<file path="src/rtl/main_slave_port_loader.sv">
// Host-side initiator for the accelerator `main` slave memory port: single-beat host accesses on channel 0,
// plus start/done handshake with a run cycle counter. Optional access timeout: define LOADER_TIMEOUT_EN.
module main_slave_port_loader #(
    parameter int unsigned ADDR_W  = 10,
    parameter int unsigned DATA_W  = 64,
    parameter int unsigned SIZE_W  = 7,
    parameter int unsigned CNT_W   = 32,
    parameter int unsigned TIMEOUT = 64
) (
    input  logic                  clock,
    input  logic                  reset,
    input  logic                  cmd_valid,
    output logic                  cmd_ready,
    input  logic                  cmd_write,
    input  logic [ADDR_W-1:0]     cmd_addr,
    input  logic [DATA_W-1:0]     cmd_wdata,
    input  logic [SIZE_W-1:0]     cmd_size,
    output logic                  rsp_valid,
    output logic [DATA_W-1:0]     rsp_rdata,
    output logic                  rsp_err,
    input  logic                  run_req,
    output logic                  run_busy,
    output logic                  run_done,
    output logic [CNT_W-1:0]      run_cycles,
    output logic                  start_port,
    input  logic                  done_port,
    output logic [1:0]            S_oe_ram,
    output logic [1:0]            S_we_ram,
    output logic [2*ADDR_W-1:0]   S_addr_ram,
    output logic [2*DATA_W-1:0]   S_Wdata_ram,
    output logic [2*SIZE_W-1:0]   S_data_ram_size,
    input  logic [2*DATA_W-1:0]   Sout_Rdata_ram,
    input  logic [1:0]            Sout_DataRdy
);

    typedef enum logic [2:0] {
        ST_IDLE,
        ST_ACCESS,
        ST_RESP,
        ST_START,
        ST_RUN
    } state_t;

`ifdef LOADER_TIMEOUT_EN
    localparam int unsigned TO_W = (TIMEOUT > 1) ? $clog2(TIMEOUT) : 1;
    logic [TO_W-1:0]   r_to_cnt;
    logic              r_rsp_err;
`endif

    state_t            r_state;
    logic              r_cmd_ready;
    logic              r_pend_run;
    logic              r_oe0;
    logic              r_we0;
    logic [ADDR_W-1:0] r_addr0;
    logic [DATA_W-1:0] r_wdata0;
    logic [SIZE_W-1:0] r_size0;
    logic              r_rsp_valid;
    logic [DATA_W-1:0] r_rsp_rdata;
    logic              r_start;
    logic              r_busy;
    logic              r_done;
    logic [CNT_W-1:0]  r_cycles;
    logic [CNT_W-1:0]  w_cycles_nxt;
    logic              w_unused_ok;

    // Run counter saturates rather than wrapping on very long runs
    always_comb begin
        w_cycles_nxt = r_cycles;
        if (r_cycles != {CNT_W{1'b1}}) begin
            w_cycles_nxt = r_cycles + CNT_W'(1);
        end
    end

    always_ff @(posedge clock or negedge reset) begin
        if (!reset) begin
            r_state     <= ST_IDLE;
            r_cmd_ready <= 1'b0;
            r_pend_run  <= 1'b0;
            r_oe0       <= 1'b0;
            r_we0       <= 1'b0;
            r_addr0     <= '0;
            r_wdata0    <= '0;
            r_size0     <= '0;
            r_rsp_valid <= 1'b0;
            r_rsp_rdata <= '0;
            r_start     <= 1'b0;
            r_busy      <= 1'b0;
            r_done      <= 1'b0;
            r_cycles    <= '0;
`ifdef LOADER_TIMEOUT_EN
            r_to_cnt    <= '0;
            r_rsp_err   <= 1'b0;
`endif
        end else begin
            r_rsp_valid <= 1'b0;
            r_start     <= 1'b0;
            r_done      <= 1'b0;
            case (r_state)
                ST_IDLE: begin
                    // A command wins over a simultaneous run request, which is kept pending
                    if (cmd_valid && r_cmd_ready) begin
                        r_state     <= ST_ACCESS;
                        r_cmd_ready <= 1'b0;
                        r_pend_run  <= r_pend_run | run_req;
                        r_oe0       <= !cmd_write;
                        r_we0       <= cmd_write;
                        r_addr0     <= cmd_addr;
                        r_wdata0    <= cmd_write ? cmd_wdata : '0;
                        r_size0     <= cmd_size;
`ifdef LOADER_TIMEOUT_EN
                        r_to_cnt    <= '0;
`endif
                    end else if (run_req || r_pend_run) begin
                        r_state     <= ST_START;
                        r_cmd_ready <= 1'b0;
                        r_pend_run  <= 1'b0;
                        r_start     <= 1'b1;
                        r_busy      <= 1'b1;
                        r_cycles    <= CNT_W'(1);
                    end else begin
                        r_cmd_ready <= 1'b1;
                    end
                end
                ST_ACCESS: begin
                    r_pend_run <= r_pend_run | run_req;
                    if (Sout_DataRdy[0]) begin
                        r_state     <= ST_RESP;
                        r_oe0       <= 1'b0;
                        r_we0       <= 1'b0;
                        r_addr0     <= '0;
                        r_wdata0    <= '0;
                        r_size0     <= '0;
                        r_rsp_valid <= 1'b1;
                        r_rsp_rdata <= r_oe0 ? Sout_Rdata_ram[DATA_W-1:0] : '0;
`ifdef LOADER_TIMEOUT_EN
                        r_rsp_err   <= 1'b0;
`endif
                    end
`ifdef LOADER_TIMEOUT_EN
                    else if (r_to_cnt == TO_W'(TIMEOUT - 1)) begin
                        r_state     <= ST_RESP;
                        r_oe0       <= 1'b0;
                        r_we0       <= 1'b0;
                        r_addr0     <= '0;
                        r_wdata0    <= '0;
                        r_size0     <= '0;
                        r_rsp_valid <= 1'b1;
                        r_rsp_rdata <= '0;
                        r_rsp_err   <= 1'b1;
                    end else begin
                        r_to_cnt <= r_to_cnt + TO_W'(1);
                    end
`endif
                end
                ST_RESP: begin
                    r_pend_run  <= r_pend_run | run_req;
                    r_state     <= ST_IDLE;
                    r_cmd_ready <= 1'b1;
                end
                ST_START: begin
                    // done_port is not looked at in the launch cycle
                    r_state  <= ST_RUN;
                    r_cycles <= w_cycles_nxt;
                end
                ST_RUN: begin
                    if (done_port) begin
                        r_state     <= ST_IDLE;
                        r_cmd_ready <= 1'b1;
                        r_done      <= 1'b1;
                        r_busy      <= 1'b0;
                    end else begin
                        r_cycles <= w_cycles_nxt;
                    end
                end
                default: begin
                    r_state <= ST_IDLE;
                end
            endcase
        end
    end

    assign cmd_ready       = r_cmd_ready;
    assign rsp_valid       = r_rsp_valid;
    assign rsp_rdata       = r_rsp_rdata;
`ifdef LOADER_TIMEOUT_EN
    assign rsp_err         = r_rsp_err;
`else
    assign rsp_err         = 1'b0;
`endif
    assign run_busy        = r_busy;
    assign run_done        = r_done;
    assign run_cycles      = r_cycles;
    assign start_port      = r_start;
    // Channel 1 is never used by the host loader
    assign S_oe_ram        = {1'b0, r_oe0};
    assign S_we_ram        = {1'b0, r_we0};
    assign S_addr_ram      = {{ADDR_W{1'b0}}, r_addr0};
    assign S_Wdata_ram     = {{DATA_W{1'b0}}, r_wdata0};
    assign S_data_ram_size = {{SIZE_W{1'b0}}, r_size0};

    assign w_unused_ok = ^{Sout_Rdata_ram[2*DATA_W-1:DATA_W], Sout_DataRdy[1], (TIMEOUT != 0)};

endmodule

</file>
<file path="config.mk">
export PLATFORM = sky130hd
export DESIGN_NAME = main_slave_port_loader
export DESIGN_NICKNAME = d
export VERILOG_FILES = /design/src/rtl/main_slave_port_loader.sv
export SDC_FILE = /design/constraint.sdc
export NUM_CORES = 1
export LEC_CHECK = 0
export CORE_AREA = 2 2 189 191
export DETAILED_ROUTE_END_ITERATION = 6
export DIE_AREA = 0 0 191 193
export SLEW_MARGIN = 40
export SYNTH_ARGS = -nofsm -noshare
export SYNTH_HDL_FRONTEND = slang
export SYNTH_SLANG_ARGS = --single-unit
</file>
<file path="constraint.sdc">
create_clock -name clock -period 4.4 [get_ports clock]
set_input_delay 0.44 -clock clock [delete_from_list [all_inputs] [get_ports clock]]
set_output_delay 0.44 -clock clock [all_outputs]
set_load 0.01 [all_outputs]
</file>
==> summary.md <==
| Metric | Value |
|---|---|
| Worst min path class | in -> async |
| Fmax | 368 MHz |
| Fin worst setup slack | 1.68 ns |
| Routability congestion estimate | 0.797 |
| Crit path max fanout | 11 |
| CTS sink cnt | 188 |
| Vias/cell | 4.47 |
| Die area | 36900 sq um |
| Clock Path Buffers | 2 |
| IO Pins | 485 |
| Port buffer count | 335 |
| Endpoint type of the worst setup path | flop |
| Outcome | finished, final reports clean |
| Fill cells | 3544 |
| Number of synthesized register bits | 188 |
| Reg2reg setup slack | 1.68 ns |
| Nets | 1382 |
| Reg2reg path depth | 7 |
| CTS clock-pin slew for the worst setup and hold paths | 0.08 ns |
| Syn Inst Count | 854 |
| CTS buffer count | 17 |
| Global-route wire length before repair | 39200 um |
| EDFF count, synth | 0 |
| Yosys cell types | 48 |
| Layout cell share with drive strength beyond 1 | 5.52% |
| # diodes | 0 |
| Leak | 5.65 nW |
| Yosys warnings | 0 |
| Die Span X | 191 um |
| Worst path arrival time | 3.09 ns |
| Final Hold Viols | 0 |
| Core area | 35000 sq um |
| Total gr overflow | 0 |
| Syn avg cell area | 9.90 sq um |
| Antenna violations before repair | 0 |
| Final hold slack | 0.432 ns |
| Root buf cell | clkbuf_16 |
| Period utilisation layout | 61.8% |
| RSZ-0062 raised after global routing | no |
| Dpl ws | 1.71 ns |
| Reg-to-reg startpoint | run_cycles[0]$_DFFE_PN0P_ |
| Routed Antenna Nets | 0 |
| Die height | 193 um |
| Wire length per cell | 16.2 um |
| TritonRoute pass-1 iters | 4 |
| Area fraction of the dominant cell type after synthesis | 55.6% |
| Crit Reg-Reg Endpoint | run_cycles[10]$_DFFE_PN0P_ |
| Starting density of the core | 24.2% |
| Crit path kind | reg -> reg |
| Leading area contributor after synthesis | dfrtp_1 |
| Post-route DRC | 0 |
| Worst Path Required | 4.77 ns |
| Largest net degree at the start of global routing | 98 |
| Dominant synthesized flop cell | dfrtp_1 |
| Slew headroom | 51.4% |
| Core Util, Final | 36.2% |
| Critical Path Source | run_cycles[0]$_DFFE_PN0P_ |
| Vias after detailed routing | 7321 |
| # resized after CTS | 0 |
| Top cells by count, synth | 188 x dfrtp_1, 188 x nand2_1, 86 x buf_4, 76 x nand3_1, 64 x a22o_1 |
| Clock Latency Late Sink | 0.46 ns |
| Final worst path period need | 2.72 ns |
| Vias in the first global route | 6916 |
| Number of max-cap violations | 0 |
| Post-CTS setup buffers | 0 |
| H-tree lvl count | 4 |
| CTS tree | done |
| Worst Setup Start Kind | flop |
| Detailed Route WL | 26500 um |
| Synth Cell Area | 8460 sq um |
| Clock Skews | 0.0126 ns |
| Ranking of synthesized cells by area | dfrtp_1 56%, nand2_1 8.3%, buf_4 7.6% |
| Final HPWL DP | 18300 um |
| Pwr Density | 640 nW/um^2 |
| Layout Area Growth over Synthesis | 49.6% |
| Num rows | 69 |
| Tot GR Track Use | 13.7% |
| Max VDD drop | 0.292 mV |
| Ys async rst share | 100% |
| Setup TNS | 0 ns |
| Setup violators final | 0 |
| Tightest Pin Transition | 0.730 ns |
| Register area share after synthesis | 55.6% |
| DRT iter0 DRCs | 375 |
| Slew Viols, Final | 0 |
-- cell families (layout without fill, tap and decap cells) --
| kind of cell | after synthesis | in the layout | synth area share (%) |
|---|---|---|---|
| buffers and inverters | 149 | 389 | 10.7 |
| adder cells (fa/ha/maj) | 1 | 1 | 0.148 |
| AO/OA/AOI/OAI | 178 | 178 | 15.2 |
| AND/OR/NAND/NOR | 335 | 335 | 17.9 |
| other | 1 | 84 | 0.0443 |
| multiplexers | 2 | 2 | 0.252 |
| flip-flops | 188 | 188 | 55.6 |
-- layout by cell type (no fill, tap or decap), types with 2 or more instances in the layout --
cell             count
conb_1              84
nand3_1             75
o21ai_1              9
o21ai_0             29
nor4_1               3
a21o_1               2
or4_1                4
nand2b_1             2
inv_1                6
buf_4                9
and2_1               4
nor3_1               4
a31oi_1             14
dfrtp_1            187
nor4_2               2
nor2_1              12
nand2_1            188
inv_6                6
a41oi_1              4
clkdlybuf4s50_1    334
or2_2                2
a21oi_1             11
nand4b_1             2
o211ai_1             3
nand4_1             18
nor3_2               2
buf_12               3
clkbuf_16           17
and3_1               7
o31ai_1             29
o41ai_1              4
clkinvlp_4           4
nor2_4               2
a22o_1              64
-- final cells by class --
cell class | count | area [sq um] | area share, %
inverters | 7 | 26.3 | 0.208
clock buffers | 18 | 439 | 3.47
clock inverters | 14 | 149 | 1.18
repair buffers | 350 | 3530 | 27.9
well taps | 461 | 577 | 4.56
flip-flops and latches | 188 | 4710 | 37.2
multi-input cells | 600 | 3220 | 25.4
-- worst max path at each step --
stage	cells after the start	to
2_1_floorplan	6	run_cycles[0]$_DFFE_PN0P_
3_3_place_gp	7	run_cycles[10]$_DFFE_PN0P_
3_5_place_dp	6	r_wdata0[31]$_DFFE_PN0P_
4_1_cts	7	run_cycles[10]$_DFFE_PN0P_
5_1_grt	7	run_cycles[10]$_DFFE_PN0P_
6_report	7	run_cycles[10]$_DFFE_PN0P_
-- critical path, stage by stage, from the launching register on --
cell	delay, ns
dfrtp_1	0.43
ha_1	0.25
nand3_1	0.20
or4_1	0.66
nor4_4	0.57
buf_4	0.31
nor3_1	0.07
o22ai_1	0.16
-- metrics by stage --
stage | area (sq um) | cells | power (mW)
after detailed placement | 12000 | 1604 | 6.58
after global routing | 12600 | 1638 | 8.62
after CTS | 12600 | 1636 | 8.19
after global placement | 12000 | 1603 | 6.53
after floorplan | 8770 | 937 | 4.50
final | 12600 | 1638 | 8.09
-- state kept, by name, indices dropped and copies added, names as in the netlist --
name        count
r_wdata0       64
rsp_rdata      64
run_cycles     32
r_addr0        10
r_size0         7
r_state         3
cmd_ready       1
r_oe0           1
r_pend_run      1
r_we0           1
rsp_valid       1
run_busy        1
run_done        1
start_port      1
-- timing repair --
item                                    CTS  global route
endpoints found under the setup margin    0             0
endpoints found under the hold margin     0            23
hold buffers                              0             1
-- report_power, final --
| group | internal, mW | leakage, nW | switching (mW) |
|---|---|---|---|
| Sequential | 2.45 | 2.54 | 0.435 |
| Clock | 0.816 | 0.276 | 0.766 |
| Combinational | 1.85 | 2.83 | 1.78 |
-- metal layers --
layer / vias to the layer above / wire length, um / global-route usage (%)
li1: 3463 / - / -
met1: 3549 / 11300 / 17.3
met2: 287 / 12500 / 22.1
met3: 22 / 2340 / 4.67
met4: 0 / 338 / 4.29
met5: - / 0 / 0
Note: power is estimated with default switching activity, not from simulation.
